`src/rtl/sweep_sequencer_if.sv`:
```
// Host and engine handshake bundle for the sweep sequencer.
// The slave modport is the sequencer's view; master is the host/engine side.
interface sweep_sequencer_if #(
  parameter int ADDR_W = 4
);
  logic              start;
  logic [ADDR_W-1:0] src;
  logic              host_we;
  logic              host_we_gated;
  logic [ADDR_W-1:0] src_q;
  logic              bf_start;
  logic              bf_done;
  logic              cd_start;
  logic              cd_done;
  logic              cd_found;
  logic [1:0]        owner;
  logic              busy;
  logic              done;
  logic              found;
  logic              timeout_err;
  logic [15:0]       run_count;

  modport slave (
    input  start, src, host_we, bf_done, cd_done, cd_found,
    output host_we_gated, src_q, bf_start, cd_start, owner, busy,
           done, found, timeout_err, run_count
  );

  modport master (
    output start, src, host_we, bf_done, cd_done, cd_found,
    input  host_we_gated, src_q, bf_start, cd_start, owner, busy,
           done, found, timeout_err, run_count
  );
endinterface

```
`src/rtl/sweep_sequencer.sv`:
```
// Sequences one arbitrage sweep: Bellman phase, then cycle-detect phase, each bounded by a phase timer.
// Kicks/owner/busy decode straight from the state register; only host_we_gated is combinational from an input.
module sweep_sequencer #(
  parameter int ADDR_W  = 4,
  parameter int TIMEOUT = 4096
) (
  input  logic               clk,
  input  logic               reset,
  sweep_sequencer_if.slave   bus
);
  localparam int                TMR_W    = $clog2(TIMEOUT);
  localparam logic [TMR_W-1:0]  TMR_LAST = TMR_W'(TIMEOUT - 1);

  typedef enum logic [2:0] {
    IDLE, BF_KICK, BF_RUN, CD_KICK, CD_RUN, FINISH
  } state_t;

  state_t              r_state,       w_state_nxt;
  logic [TMR_W-1:0]    r_timer,       w_timer_nxt;
  logic [ADDR_W-1:0]   r_src_q,       w_src_q_nxt;
  logic                r_done,        w_done_nxt;
  logic                r_found,       w_found_nxt;
  logic                r_timeout_err, w_timeout_err_nxt;
  logic [15:0]         r_run_count,   w_run_count_nxt;
  logic [1:0]          w_owner;

  always_ff @(posedge clk or negedge reset) begin
    if (!reset) begin
      r_state       <= IDLE;
      r_timer       <= '0;
      r_src_q       <= '0;
      r_done        <= 1'b0;
      r_found       <= 1'b0;
      r_timeout_err <= 1'b0;
      r_run_count   <= 16'd0;
    end else begin
      r_state       <= w_state_nxt;
      r_timer       <= w_timer_nxt;
      r_src_q       <= w_src_q_nxt;
      r_done        <= w_done_nxt;
      r_found       <= w_found_nxt;
      r_timeout_err <= w_timeout_err_nxt;
      r_run_count   <= w_run_count_nxt;
    end
  end

  always_comb begin
    w_state_nxt       = r_state;
    w_timer_nxt       = r_timer;
    w_src_q_nxt       = r_src_q;
    w_done_nxt        = r_done;
    w_found_nxt       = r_found;
    w_timeout_err_nxt = r_timeout_err;
    w_run_count_nxt   = r_run_count;
    case (r_state)
      IDLE: begin
        if (bus.start) begin
          w_src_q_nxt       = bus.src;
          w_done_nxt        = 1'b0;
          w_found_nxt       = 1'b0;
          w_timeout_err_nxt = 1'b0;
          w_state_nxt       = BF_KICK;
        end
      end
      // Done levels seen during a kick cycle are left over from the previous run.
      BF_KICK: begin
        w_timer_nxt = '0;
        w_state_nxt = BF_RUN;
      end
      BF_RUN: begin
        if (bus.bf_done) begin
          w_state_nxt = CD_KICK;
        end else if (r_timer == TMR_LAST) begin
          w_timeout_err_nxt = 1'b1;
          w_state_nxt       = FINISH;
        end else begin
          w_timer_nxt = r_timer + TMR_W'(1);
        end
      end
      CD_KICK: begin
        w_timer_nxt = '0;
        w_state_nxt = CD_RUN;
      end
      CD_RUN: begin
        if (bus.cd_done) begin
          w_found_nxt = bus.cd_found;
          w_state_nxt = FINISH;
        end else if (r_timer == TMR_LAST) begin
          w_timeout_err_nxt = 1'b1;
          w_state_nxt       = FINISH;
        end else begin
          w_timer_nxt = r_timer + TMR_W'(1);
        end
      end
      FINISH: begin
        w_done_nxt      = 1'b1;
        w_run_count_nxt = r_run_count + 16'd1;
        w_state_nxt     = IDLE;
      end
      default: w_state_nxt = IDLE;
    endcase
  end

  always_comb begin
    w_owner = 2'b00;
    case (r_state)
      BF_KICK, BF_RUN: w_owner = 2'b01;
      CD_KICK, CD_RUN: w_owner = 2'b10;
      default:         w_owner = 2'b00;
    endcase
  end

  assign bus.owner         = w_owner;
  assign bus.bf_start      = (r_state == BF_KICK);
  assign bus.cd_start      = (r_state == CD_KICK);
  assign bus.busy          = (r_state != IDLE);
  assign bus.host_we_gated = bus.host_we & (r_state == IDLE);
  assign bus.src_q         = r_src_q;
  assign bus.done          = r_done;
  assign bus.found         = r_found;
  assign bus.timeout_err   = r_timeout_err;
  assign bus.run_count     = r_run_count;
endmodule

```
`src/flat_wrapper.sv`:
```
// flat-port wrapper written by rule: the top's interface ports become plain ports
module sweep_sequencer_flat 
#(
  parameter int ADDR_W  = 4,
  parameter int TIMEOUT = 4096
)
  (clk, reset, bus_start, bus_src, bus_host_we, bus_bf_done, bus_cd_done, bus_cd_found, bus_host_we_gated, bus_src_q, bus_bf_start, bus_cd_start, bus_owner, bus_busy, bus_done, bus_found, bus_timeout_err, bus_run_count);
  sweep_sequencer_if #(.ADDR_W(ADDR_W)) bus_i ();
  input  logic clk;
  input  logic reset;
  input wire logic [$bits(bus_i.start)-1:0] bus_start;
  input wire logic [$bits(bus_i.src)-1:0] bus_src;
  input wire logic [$bits(bus_i.host_we)-1:0] bus_host_we;
  input wire logic [$bits(bus_i.bf_done)-1:0] bus_bf_done;
  input wire logic [$bits(bus_i.cd_done)-1:0] bus_cd_done;
  input wire logic [$bits(bus_i.cd_found)-1:0] bus_cd_found;
  output wire logic [$bits(bus_i.host_we_gated)-1:0] bus_host_we_gated;
  output wire logic [$bits(bus_i.src_q)-1:0] bus_src_q;
  output wire logic [$bits(bus_i.bf_start)-1:0] bus_bf_start;
  output wire logic [$bits(bus_i.cd_start)-1:0] bus_cd_start;
  output wire logic [$bits(bus_i.owner)-1:0] bus_owner;
  output wire logic [$bits(bus_i.busy)-1:0] bus_busy;
  output wire logic [$bits(bus_i.done)-1:0] bus_done;
  output wire logic [$bits(bus_i.found)-1:0] bus_found;
  output wire logic [$bits(bus_i.timeout_err)-1:0] bus_timeout_err;
  output wire logic [$bits(bus_i.run_count)-1:0] bus_run_count;
  assign bus_i.start = bus_start;
  assign bus_i.src = bus_src;
  assign bus_i.host_we = bus_host_we;
  assign bus_i.bf_done = bus_bf_done;
  assign bus_i.cd_done = bus_cd_done;
  assign bus_i.cd_found = bus_cd_found;
  assign bus_host_we_gated = bus_i.host_we_gated;
  assign bus_src_q = bus_i.src_q;
  assign bus_bf_start = bus_i.bf_start;
  assign bus_cd_start = bus_i.cd_start;
  assign bus_owner = bus_i.owner;
  assign bus_busy = bus_i.busy;
  assign bus_done = bus_i.done;
  assign bus_found = bus_i.found;
  assign bus_timeout_err = bus_i.timeout_err;
  assign bus_run_count = bus_i.run_count;
  sweep_sequencer #(.ADDR_W(ADDR_W), .TIMEOUT(TIMEOUT)) u_core (.clk(clk), .reset(reset), .bus(bus_i));
endmodule
```
`config.mk`:
```
export PLATFORM = sky130hd
export DESIGN_NAME = sweep_sequencer_flat
export DESIGN_NICKNAME = d
export VERILOG_FILES = /design/src/rtl/sweep_sequencer_if.sv /design/src/rtl/sweep_sequencer.sv /design/src/flat_wrapper.sv
export SDC_FILE = /design/constraint.sdc
export NUM_CORES = 1
export LEC_CHECK = 0
export ABC_AREA = 1
export BUFFER_PORTS_ARGS = -buffer_cell sky130_fd_sc_hd__buf_2
export CELL_PAD_IN_SITES_DETAIL_PLACEMENT = 0
export CELL_PAD_IN_SITES_GLOBAL_PLACEMENT = 1
export CORE_MARGIN = 2
export CORE_UTILIZATION = 35
export DETAILED_ROUTE_END_ITERATION = 16
export GPL_TIMING_DRIVEN = 0
export HOLD_SLACK_MARGIN = 0.06
export PLACE_DENSITY_LB_ADDON = 0.1
export SLEW_MARGIN = 40
export SYNTH_ARGS = -nofsm -noshare
export SYNTH_HDL_FRONTEND = slang
export SYNTH_SLANG_ARGS = --single-unit
```
`constraint.sdc`:
```
create_clock -name clk -period 1.4 [get_ports clk]
set_clock_uncertainty 0.05 [all_clocks]
set_input_delay 0.21 -clock clk [delete_from_list [all_inputs] [get_ports clk]]
set_output_delay 0.21 -clock clk [all_outputs]
set_load 0.02 [all_outputs]
```
# Word level (Yosys, flattened, before mapping)
# Cells that the tools add are included.
# word_totals
inputBits,11
reg_bits,38
# op_classes
reduce_logical,14
n_bitwise,1
eq_ne,10
mux,18
n_addsub,2
# op_table
op,n
$mux W12,3
$pmux W12 S3,1
$add A16 B1 Y16 const B,1
$pmux W3 S5,1
$add A12 B1 Y12 const B,1
$eq A12 B12 Y1 const B,1
$mux W3,4
$reduce_bool A3 Y1,3
$ne A2 B2 Y1 const B,4
$eq A3 B2 Y1 const B,2
$eq A3 B3 Y1 const B,2
$reduce_and A3 Y1,2
$reduce_or A2 Y1,3
$mux W1,5
$pmux W1 S2,2
$pmux W2 S2,1
$reduce_and A2 Y1,2
$reduce_and A4 Y1,1
$reduce_bool A2 Y1,2
$eq A3 B1 Y1 const B,1
$logic_not A3 Y1,1
$pmux W1 S3,1
$and A1 B1 Y1,1

# Depth between registers and ports, before layout
# Gate-level depths: netlist of run 1.
# depth
ltp_word,4
mapped_depth,10

# Worst setup path after synthesis of run 1
# OpenSTA, ideal clock, no wires.
# synth_timing
kind,register to register
start,register u_core.r_timer[0]
end,register u_core.r_timer[8]
required_time_ns,1.276
path_slack_ns,-0.116
t_arrival_ns,1.392
period_less_slack_ns,1.516
setup_time_ns,0.074
path_buffers,1
stages_incl_launch_ff,9
cell_sequence,dfrtp_1 ha_1 nand2_1 nor2_4 nand4_2 nand2_4 buf_12 nand2_2 o21ai_2
# synth_between
elab_chain_len,4
# synth_lines
item,line,source
"start, declared",sweep_sequencer.sv:19,"logic [TMR_W-1:0] r_timer, w_timer_nxt;"
"start signal, assigned",sweep_sequencer.sv:38,r_timer <= w_timer_nxt;
$add A12 B1 Y12 / $eq A12 B12 Y1 (equally long branches),-,
$mux W12 (*),"sweep_sequencer.sv:73, sweep_sequencer.sv:88",
$mux W12 (on tied branches),"sweep_sequencer.sv:85, sweep_sequencer.sv:71",
$pmux W12 S3 (*),sweep_sequencer.sv:55,case (r_state)
# Every way passes the cells marked *; elsewhere a longest branch is shown, timed or not. The select of a mux whose other input is x is not followed.
# A chain may end at the register's enable or synchronous reset.

# Worst setup path in the final report of run 1
# layout_timing
start,register u_core.r_state[0]
end,output bus_host_we_gated
# layout_between
elab_chain_len,2
# layout_lines
item,line,source
"start, declared",sweep_sequencer.sv:18,"state_t r_state, w_state_nxt;"
"start signal, assigned",sweep_sequencer.sv:37,r_state <= w_state_nxt;
$logic_not A3 Y1,sweep_sequencer.sv:117,assign bus.host_we_gated = bus.host_we & (r_state == IDLE);
$and A1 B1 Y1,sweep_sequencer.sv:117,
"end, declared",flat_wrapper.sv:17,output wire logic [$bits(bus_i.host_we_gated)-1:0] bus_host_we_gated;
# Every way passes these cells.

==> results of run 1 <==
layout by cell type, fill, tap and decap left out, types with 2 or more instances in the layout:
| cell type | Yosys | final |
|---|---|---|
| dfrtp_1 | 38 | 29 |
| clkinvlp_4 | 0 | 2 |
| buf_2 | 2 | 32 |
| inv_2 | 3 | 3 |
| nand2_4 | 1 | 4 |
| nand3_1 | 24 | 20 |
| a21oi_1 | 5 | 5 |
| dfrtp_2 | 0 | 9 |
| xor2_1 | 9 | 9 |
| clkbuf_8 | 0 | 6 |
| nand4_1 | 7 | 7 |
| o21ai_1 | 3 | 5 |
| buf_12 | 1 | 2 |
| o21ai_0 | 6 | 3 |
| nand3_2 | 2 | 5 |
| inv_4 | 0 | 2 |
| o21ai_2 | 6 | 7 |
| nand2_1 | 93 | 85 |
| buf_4 | 0 | 27 |
| nor2_2 | 4 | 8 |
| nor2_4 | 3 | 7 |
| nor2_1 | 32 | 24 |
| xnor2_1 | 2 | 2 |
| nand2_2 | 5 | 9 |
| dlygate4sd3_1 | 0 | 6 |
| ha_4 | 0 | 2 |
| nand3_4 | 2 | 3 |
| buf_6 | 0 | 6 |
| inv_1 | 31 | 28 |
synth_stat cells:
cell / number / share of area, %
a21boi_0: 1 / 0.34
a21o_1: 1 / 0.34
a21oi_1: 5 / 1.1
a31oi_1: 1 / 0.28
buf_12: 1 / 0.91
buf_2: 2 / 0.45
dfrtp_1: 38 / 43
ha_1: 2 / 1.1
inv_1: 31 / 5.3
inv_2: 3 / 0.51
nand2_1: 93 / 16
nand2_2: 5 / 1.4
nand2_4: 1 / 0.51
nand3_1: 24 / 5.4
nand3_2: 2 / 0.91
nand3_4: 2 / 1.6
nand4_1: 7 / 2.0
nand4_2: 1 / 0.57
nor2_1: 32 / 5.4
nor2_2: 4 / 1.1
nor2_4: 3 / 1.5
nor3_1: 2 / 0.45
nor3_2: 1 / 0.45
nor3b_1: 1 / 0.34
o21ai_0: 6 / 1.4
o21ai_1: 3 / 0.68
o21ai_2: 6 / 2.4
o31ai_1: 1 / 0.34
xnor2_1: 2 / 0.79
xor2_1: 9 / 3.6
logic make-up after synthesis:
logic type | after synthesis | share of synthesized area (%)
flops | 38 | 43.0
xor+xnor | 11 | 4.36
buf+inv | 37 | 7.13
fa+ha+maj | 2 | 1.13
compound gates | 24 | 6.85
simple gates | 178 | 37.5
area by class of cell:
type / instances / area, µm² / share of cell area [%]
multi-input combinational: 215 / 1260 / 40.4
sequential: 38 / 962 / 30.8
timing repair buffer: 73 / 538 / 17.2
inverter: 34 / 136 / 4.37
tap: 75 / 93.8 / 3.01
clock buffer: 6 / 82.6 / 2.65
buffer: 2 / 35.0 / 1.12
clock inverter: 2 / 12.5 / 0.401
state kept, by name (all words and copies together) (netlist names):
signal / count
u_core.bus.done: 1
u_core.bus.found: 1
u_core.bus.run_count: 16
u_core.bus.src_q: 4
u_core.bus.timeout_err: 1
u_core.r_state: 3
u_core.r_timer: 12
critical path: stages, from the launching register on:
cell     delay, ps
dfrtp_2        470
nor2_4         180
nand2_2        100
nor2_2         100
buf_6          120
worst paths after layout:
check	from	endpoint	slack, ps	cells past startpoint
setup / recovery	u_core.r_state[0]	bus_host_we_gated	-130	4
hold / removal	bus_cd_found	u_core.bus.found	120	3
setup reg to reg	u_core.r_state[0]	u_core.r_timer[10]	-120	8
hold reg to reg	u_core.bus.src_q[3]	u_core.bus.src_q[3]	430	2
max in group asynchronous	reset	u_core.bus.run_count[0]	540	2
min in group asynchronous	reset	u_core.r_timer[3]	380	2
where the power goes:
part / switching (mW) / internal [mW] / leakage (nW)
sequential: 0.231 / 1.32 / 0.499
clock: 0.419 / 0.396 / 0.0472
combinational: 1.57 / 1.36 / 0.999
total: 2.22 / 3.07 / 1.54
per-stage QoR:
stage               setup slack [ps]  setup TNS (ps)  power (mW)  instance area, µm²  hold slack (ps)
floorplan                      -95.8            -369        2.87                2240             -136
global placement                -199           -3390        3.39                2530              347
detailed placement              -193           -3330        3.39                2530              174
CTS                             -136           -1620        5.01                2970              109
global route                    -232           -4170        5.67                3120              122
finish                          -132           -1640        5.29                3120              123
what timing repair did:
item | CTS | global route
setup endpoints to repair | 35 | 36
gates resized for setup | 40 | 22
endpoints found under the hold margin | 43 | 0
cloned | 1 | 0
buffers inserted | 19 | 8
pin swaps | 11 | 12
hold buffers | 6 | 0
routing by layer:
metal | GRT usage (%) | up-vias | wire, µm
met3 | 2.97 | 8 | 200
met2 | 27.2 | 42 | 2620
met5 | 0 | - | 0
li1 | - | 1077 | -
met4 | 5.13 | 0 | 72
met1 | 21.8 | 963 | 2590
==> reports/qor.csv, run 1 <==
metric;value;unit
worst setup slack after layout;-132;ps
syn nets;303;
I/O Pins;40;
Initial Util;36.7;%
Die X;83.5;µm
unrepaired setup endpoints after global routing;true;
worst endpoint required time;1140;ps
DPL Wire Length;3610;µm
vias in the first global route;2049;
Crit. End Element;primary output;
Slew Limit Fails;0;
Layout area overhead;41.1;%
worst vdd ir;1190;µV
Port Buffers;39;
initial antenna violation count;0;
Tcrit/Tclk final;109;%
final core occ;51.8;%
# DRC;0;
Pre-antenna DRT Iters;4;
Final Hold Fails;0;
Post-Route WL;5480;µm
total grt overflow;0;
Worst Hold Class;primary input to register;
share of layout cells above drive strength 1;38.1;%
Post-Layout Cell Count;445;
Unique masters post-synth;30;
Synthesis Warnings;0;
Routed Antenna Nets;0;
actual slew at the worst max-slew pin;511;ps
global-route wire length before repair;9430;µm
FP Rows;28;
Syn Inst Count;290;
H-tree lvl count;2;
Core ar.;6030;µm²
worst skew pair latency;290;ps
gr usage total;16.4;%
RD Place Congestion;0.762;
full die area;6970;µm²
Ant. Diodes;0;
WL per Instance;12.3;µm
vias per cell;4.70;
Synth Cell Area;2210;µm²
minimum clock period;1530;ps
Synth Register Bits;38;
Arrival @ worst endpoint;1270;ps
placed insts;404;
post-synthesis sequential area ratio;43.0;%
Fmax;653;MHz
Final nets;382;
deepest clock path buffer count;2;
WS Path Type;register to primary output;
CTS tree;built;
Clock Sink Count;38;
leakage;1.54;nW
mean area per synthesized cell;7.62;µm²
die height;83.5;µm
cts bufs inserted;5;
Startpoint Class;register;
initial DRC count;82;
violated checks;negative setup slack;
CTS root buffer;clkbuf_8;
fillers;596;
pin count of the biggest net entering global routing;39;
pwr dens;1690;nW/µm²
# Max-Cap Violations;0;
critical path fanouts, max;4;
Final setup violation count;18;
Rel. slew slack;65.9;%
Worst-path clk slew;80;ps
status;finished, violations left;
DR vias;2090;
Power figures use the tool's default switching activity.
==> run 2, diff against run 1 <==
Settings changed: ABC_AREA 1 to unset.
==> run 2 against run 1 <==
Effect of this change:
- the run still ends with negative setup slack left
- global-route usage grew 0.13 points
- clock power grew 15%
- maximum frequency shrank 12%
- highest routed layer unchanged
==> reports/qor.csv, run 2 <==
metric;value;unit
M2 GR Usage;27.7;%
DR vias;1727;
cts bufs inserted;5;
die height;77.0;µm
largest area contributor in the netlist;dfrtp_1;
Total Power;5.23;mW
total grt overflow;0;
Core ar.;5110;µm²
global-route wire length before repair;7970;µm
H-tree lvl count;2;
max reg flops;16;
Startpoint Class;register;
grt peak-use layer;met2;
DPL Wire Length;3000;µm
Final setup violation count;35;
vias in the first global route;1729;
Synth Register Bits;38;
Port Buffers;39;
dpl cell area;2210;µm²
vias per cell;5.09;
pwr dens;1790;nW/µm²
FP Rows;26;
Crit. End Element;register;
met3 Usage GRT;3.06;%
post-synthesis sequential area ratio;51.0;%
initial DRC count;62;
Pre-antenna DRT Iters;6;
I/O Pins;40;
Layout area overhead;56.6;%
Post-Layout Cell Count;339;
Post-Route WL;4810;µm
unrepaired setup endpoints after global routing;true;
Worst Path Buf+Inv;1;
status;finished, violations left;
critical path fanouts, max;5;
Unique masters post-synth;37;
Crit path max-delay family;simple AND/OR/NAND/NOR gates;
Routed Antenna Nets;0;
gr usage total;16.5;%
full die area;5920;µm²
pin count of the biggest net entering global routing;39;
initial antenna violation count;0;
WS Path Type;register to register;
worst skew pair latency;280;ps
worst setup slack after layout;-348;ps
Clock Sink Count;38;
Fmax;572;MHz
commonest non-fill, non-tap cell in the layout;dfrtp_1;
Initial Util;36.5;%
top cell type's share of synthesized area;51.0;%
Synthesis Warnings;0;
Tcrit/Tclk final;125;%
leakage;1.36;nW
top cells by count, synth;dfrtp_1, nand2_1, nor2_1, xnor2_1;
worst endpoint required time;1570;ps
deepest clock path buffer count;2;
Worst-path clk slew;70;ps
worst vdd ir;1440;µV
slowest CP cell;or4_4;
minimum clock period;1750;ps
Die X;77.0;µm
placed insts;296;
most frequent cells in the layout;dfrtp_1, buf_2, buf_4;
Synth Cell Area;1860;µm²
# DRC;0;
mean area per synthesized cell;9.96;µm²
actual slew at the worst max-slew pin;475;ps
setup TNS;-8130;ps
Syn Inst Count;187;
final core occ;57.1;%
Final Hold Fails;0;
violated checks;negative setup slack;
post-synthesis async set-or-reset flop share;100;%
slowest stage delay, CP;480;ps
Worst Hold Class;primary input to register;
top-count cell post-synth;dfrtp_1;
RD Place Congestion;0.786;
CTS root buffer;clkbuf_8;
final worst hold slack;101;ps
Ant. Diodes;0;
# Max-Cap Violations;0;
CTS tree;built;
pre-CTS setup slack;-427;ps
Final nets;282;
CP Cell Sequence;and2b_1 -> nor3b_4 -> buf_4 -> nor2_4 -> or4_4 -> a21oi_2;
fillers;452;
WL per Instance;14.2;µm
share of layout cells above drive strength 1;52.0;%
number of synthesized flops with an enable pin;0;
Final Cell Area;2920;µm²
syn nets;200;
Slew Limit Fails;0;
Area contributors post-synth;dfrtp_1, xnor2_1, nand2_1;
Top FF cell, synth;dfrtp_1;
Arrival @ worst endpoint;1910;ps
GR Util met1;20.9;%
Rel. slew slack;68.3;%
run 2: metal layers:
metal,routed length [µm],vias to the layer above
met3,189,10
met5,0,-
met2,2420,46
met4,80,0
li1,-,827
met1,2120,844
run 2: final cells by class:
type	count	area [µm²]	share of cell area, %
Tap cell	70	87.6	3.00
Inverter	6	22.5	0.772
Timing Repair Buffer	75	547	18.7
Multi-Input combinational cell	138	1140	39.2
Buffer	5	51.3	1.76
Clock buffer	6	82.6	2.83
Clock inverter	1	30.0	1.03
Sequential cell	38	955	32.7
run 2: power by group:
| group | switching (mW) | internal [mW] |
|---|---|---|
| Combinational | 1.43 | 1.36 |
| Sequential | 0.197 | 1.31 |
| Clock | 0.365 | 0.570 |
| Total | 1.99 | 3.24 |
run 2: cell families after synthesis:
logic type / Yosys count / share of synthesized area [%]
mux: 5 / 3.02
simple gates: 76 / 21.9
compound gates: 39 / 12.8
flops: 38 / 51.0
buf+inv: 11 / 2.42
fa+ha+maj: 2 / 1.34
xor+xnor: 16 / 7.52
run 2: timing repair:
| item | 4_1_cts | 5_1_grt |
|---|---|---|
| setup endpoints to repair | 38 | 37 |
| endpoints found under the hold margin | 38 | 0 |
| buffers inserted | 23 | 15 |
| resized for setup | 40 | 42 |
| hold buffers | 1 | 0 |
| pin swaps | 10 | 17 |
run 2: path summary, 6_finish.rpt:
kind,from,endpoint,slack (ps),cells past startpoint
min in group asynchronous,reset,u_core.bus.run_count[7],380,2
max in group asynchronous,reset,u_core.r_timer[1],560,2
min reg2reg,u_core.bus.run_count[15],u_core.bus.run_count[15],410,1
max reg2reg,u_core.r_state[1],u_core.r_timer[7],-350,6
min,bus_src[3],u_core.bus.src_q[3],100,2
max,u_core.r_state[1],u_core.r_timer[7],-350,6
==> run 3, diff against run 2 <==
Settings changed: SETUP_SLACK_MARGIN set to 0.05.
==> run 3 against run 2 <==
Effect of this change:
- the flow still finishes with violations (negative setup slack)
- worst setup slack got worse by 48 ps
- utilization up 2.7 points
- worst hold slack got worse by 5.2 ps
- critical path depth unchanged
- register-to-register slack worse by 50 ps
==> reports/qor.csv, run 3 (same netlist as run 2, synthesis figures left out) <==
metric;value;unit
H-tree lvl count;2;
Startpoint Class;register;
leakage;1.39;nW
worst skew pair latency;290;ps
most frequent cells in the layout;dfrtp_1, buf_2, buf_4;
commonest non-fill, non-tap cell in the layout;dfrtp_1;
status;finished, violations left;
FP Rows;26;
WL per Instance;14.3;µm
Final Cell Area;3060;µm²
Worst Path Buf+Inv;1;
global-route wire length before repair;7820;µm
actual slew at the worst max-slew pin;486;ps
Final setup violation count;35;
Ant. Diodes;0;
worst endpoint required time;1570;ps
pwr dens;1860;nW/µm²
cts bufs inserted;5;
Worst-path clk slew;80;ps
Fmax;557;MHz
DR vias;1740;
Post-Route WL;4880;µm
share of layout cells above drive strength 1;57.2;%
Initial Util;36.5;%
minimum clock period;1800;ps
setup TNS;-8680;ps
Tcrit/Tclk final;128;%
Post-Layout Cell Count;341;
vias per cell;5.10;
slowest CP cell;dfrtp_1;
slowest stage delay, CP;410;ps
violated checks;negative setup slack;
gr usage total;16.2;%
die height;77.0;µm
worst vdd ir;1490;µV
dpl cell area;2220;µm²
unrepaired setup endpoints after global routing;true;
vias in the first global route;1751;
Slew Limit Fails;0;
worst setup slack after layout;-396;ps
initial antenna violation count;0;
Clock Sink Count;38;
full die area;5920;µm²
WS Path Type;register to register;
pre-CTS setup slack;-438;ps
Routed Antenna Nets;0;
RD Place Congestion;0.757;
Port Buffers;39;
Crit path max-delay family;simple AND/OR/NAND/NOR gates;
pin count of the biggest net entering global routing;39;
Arrival @ worst endpoint;1970;ps
Final Hold Fails;0;
critical path fanouts, max;6;
# Max-Cap Violations;0;
# DRC;0;
Core ar.;5110;µm²
Crit. End Element;register;
max reg flops;16;
Die X;77.0;µm
total grt overflow;0;
Worst Hold Class;primary input to register;
Layout area overhead;64.0;%
initial DRC count;41;
Rel. slew slack;67.6;%
CTS tree;built;
Final nets;284;
deepest clock path buffer count;2;
CTS root buffer;clkbuf_8;
I/O Pins;40;
Pre-antenna DRT Iters;4;
placed insts;296;
CP Cell Sequence;and2b_1 -> nor3b_4 -> o22ai_4 -> buf_6 -> or3_4 -> a21oi_2;
DPL Wire Length;2850;µm
## run 3: repair_timing
action	4_1_cts	5_1_grt
hold buffers	1	0
gates resized for setup	43	60
endpoints found under the hold margin	38	0
setup endpoints to repair	40	41
buffers inserted	26	11
pin swaps	6	15
gates cloned	1	0
## run 3: report_power, final
| part | internal (mW) | leakage [nW] | total, mW | switching, mW |
|---|---|---|---|---|
| logic | 1.62 | 0.830 | 3.25 | 1.63 |
| registers | 1.31 | 0.507 | 1.48 | 0.172 |
| clock network | 0.570 | 0.0573 | 0.953 | 0.383 |
| total | 3.50 | 1.39 | 5.68 | 2.19 |
## run 3: layer usage
metal | GRT usage, % | wire length (µm) | vias up
li1 | - | - | 837
met1 | 20.5 | 2140 | 852
met2 | 26.1 | 2440 | 41
met3 | 4.71 | 229 | 10
met4 | 6.73 | 75 | 0
met5 | 0 | 0 | -
## run 3: cell type report
cell class                      instances  area, µm²
Multi-Input combinational cell        138       1210
Clock inverter                          1       30.0
Inverter                                6       22.5
Sequential cell                        38        955
Clock buffer                            6       82.6
Buffer                                  5       66.3
Tap cell                               70       87.6
Timing Repair Buffer                   77        597
Fill cell                             448       2050
## run 3: worst paths after layout
kind	start	to	slack, ps	cells past startpoint
setup / recovery	u_core.r_state[1]	u_core.r_timer[2]	-400	6
min in group asynchronous	reset	u_core.bus.run_count[1]	370	2
setup reg to reg	u_core.r_state[1]	u_core.r_timer[2]	-400	6
hold reg to reg	u_core.bus.run_count[15]	u_core.bus.run_count[15]	410	1
hold / removal	bus_src[1]	u_core.bus.src_q[1]	100	2
max in group asynchronous	reset	u_core.r_timer[1]	550	2
## run 3: metrics by stage
stage | hold WS [ps] | total power [mW] | util [%]
final | 96.0 | 5.68 | 59.8
after floorplan | -136 | 2.72 | -
after global placement | 301 | 3.18 | 43.4
after detailed placement | 319 | 3.23 | 43.4
after global routing | 89.0 | 6.02 | 59.8
after CTS | 76.0 | 4.98 | 53.7
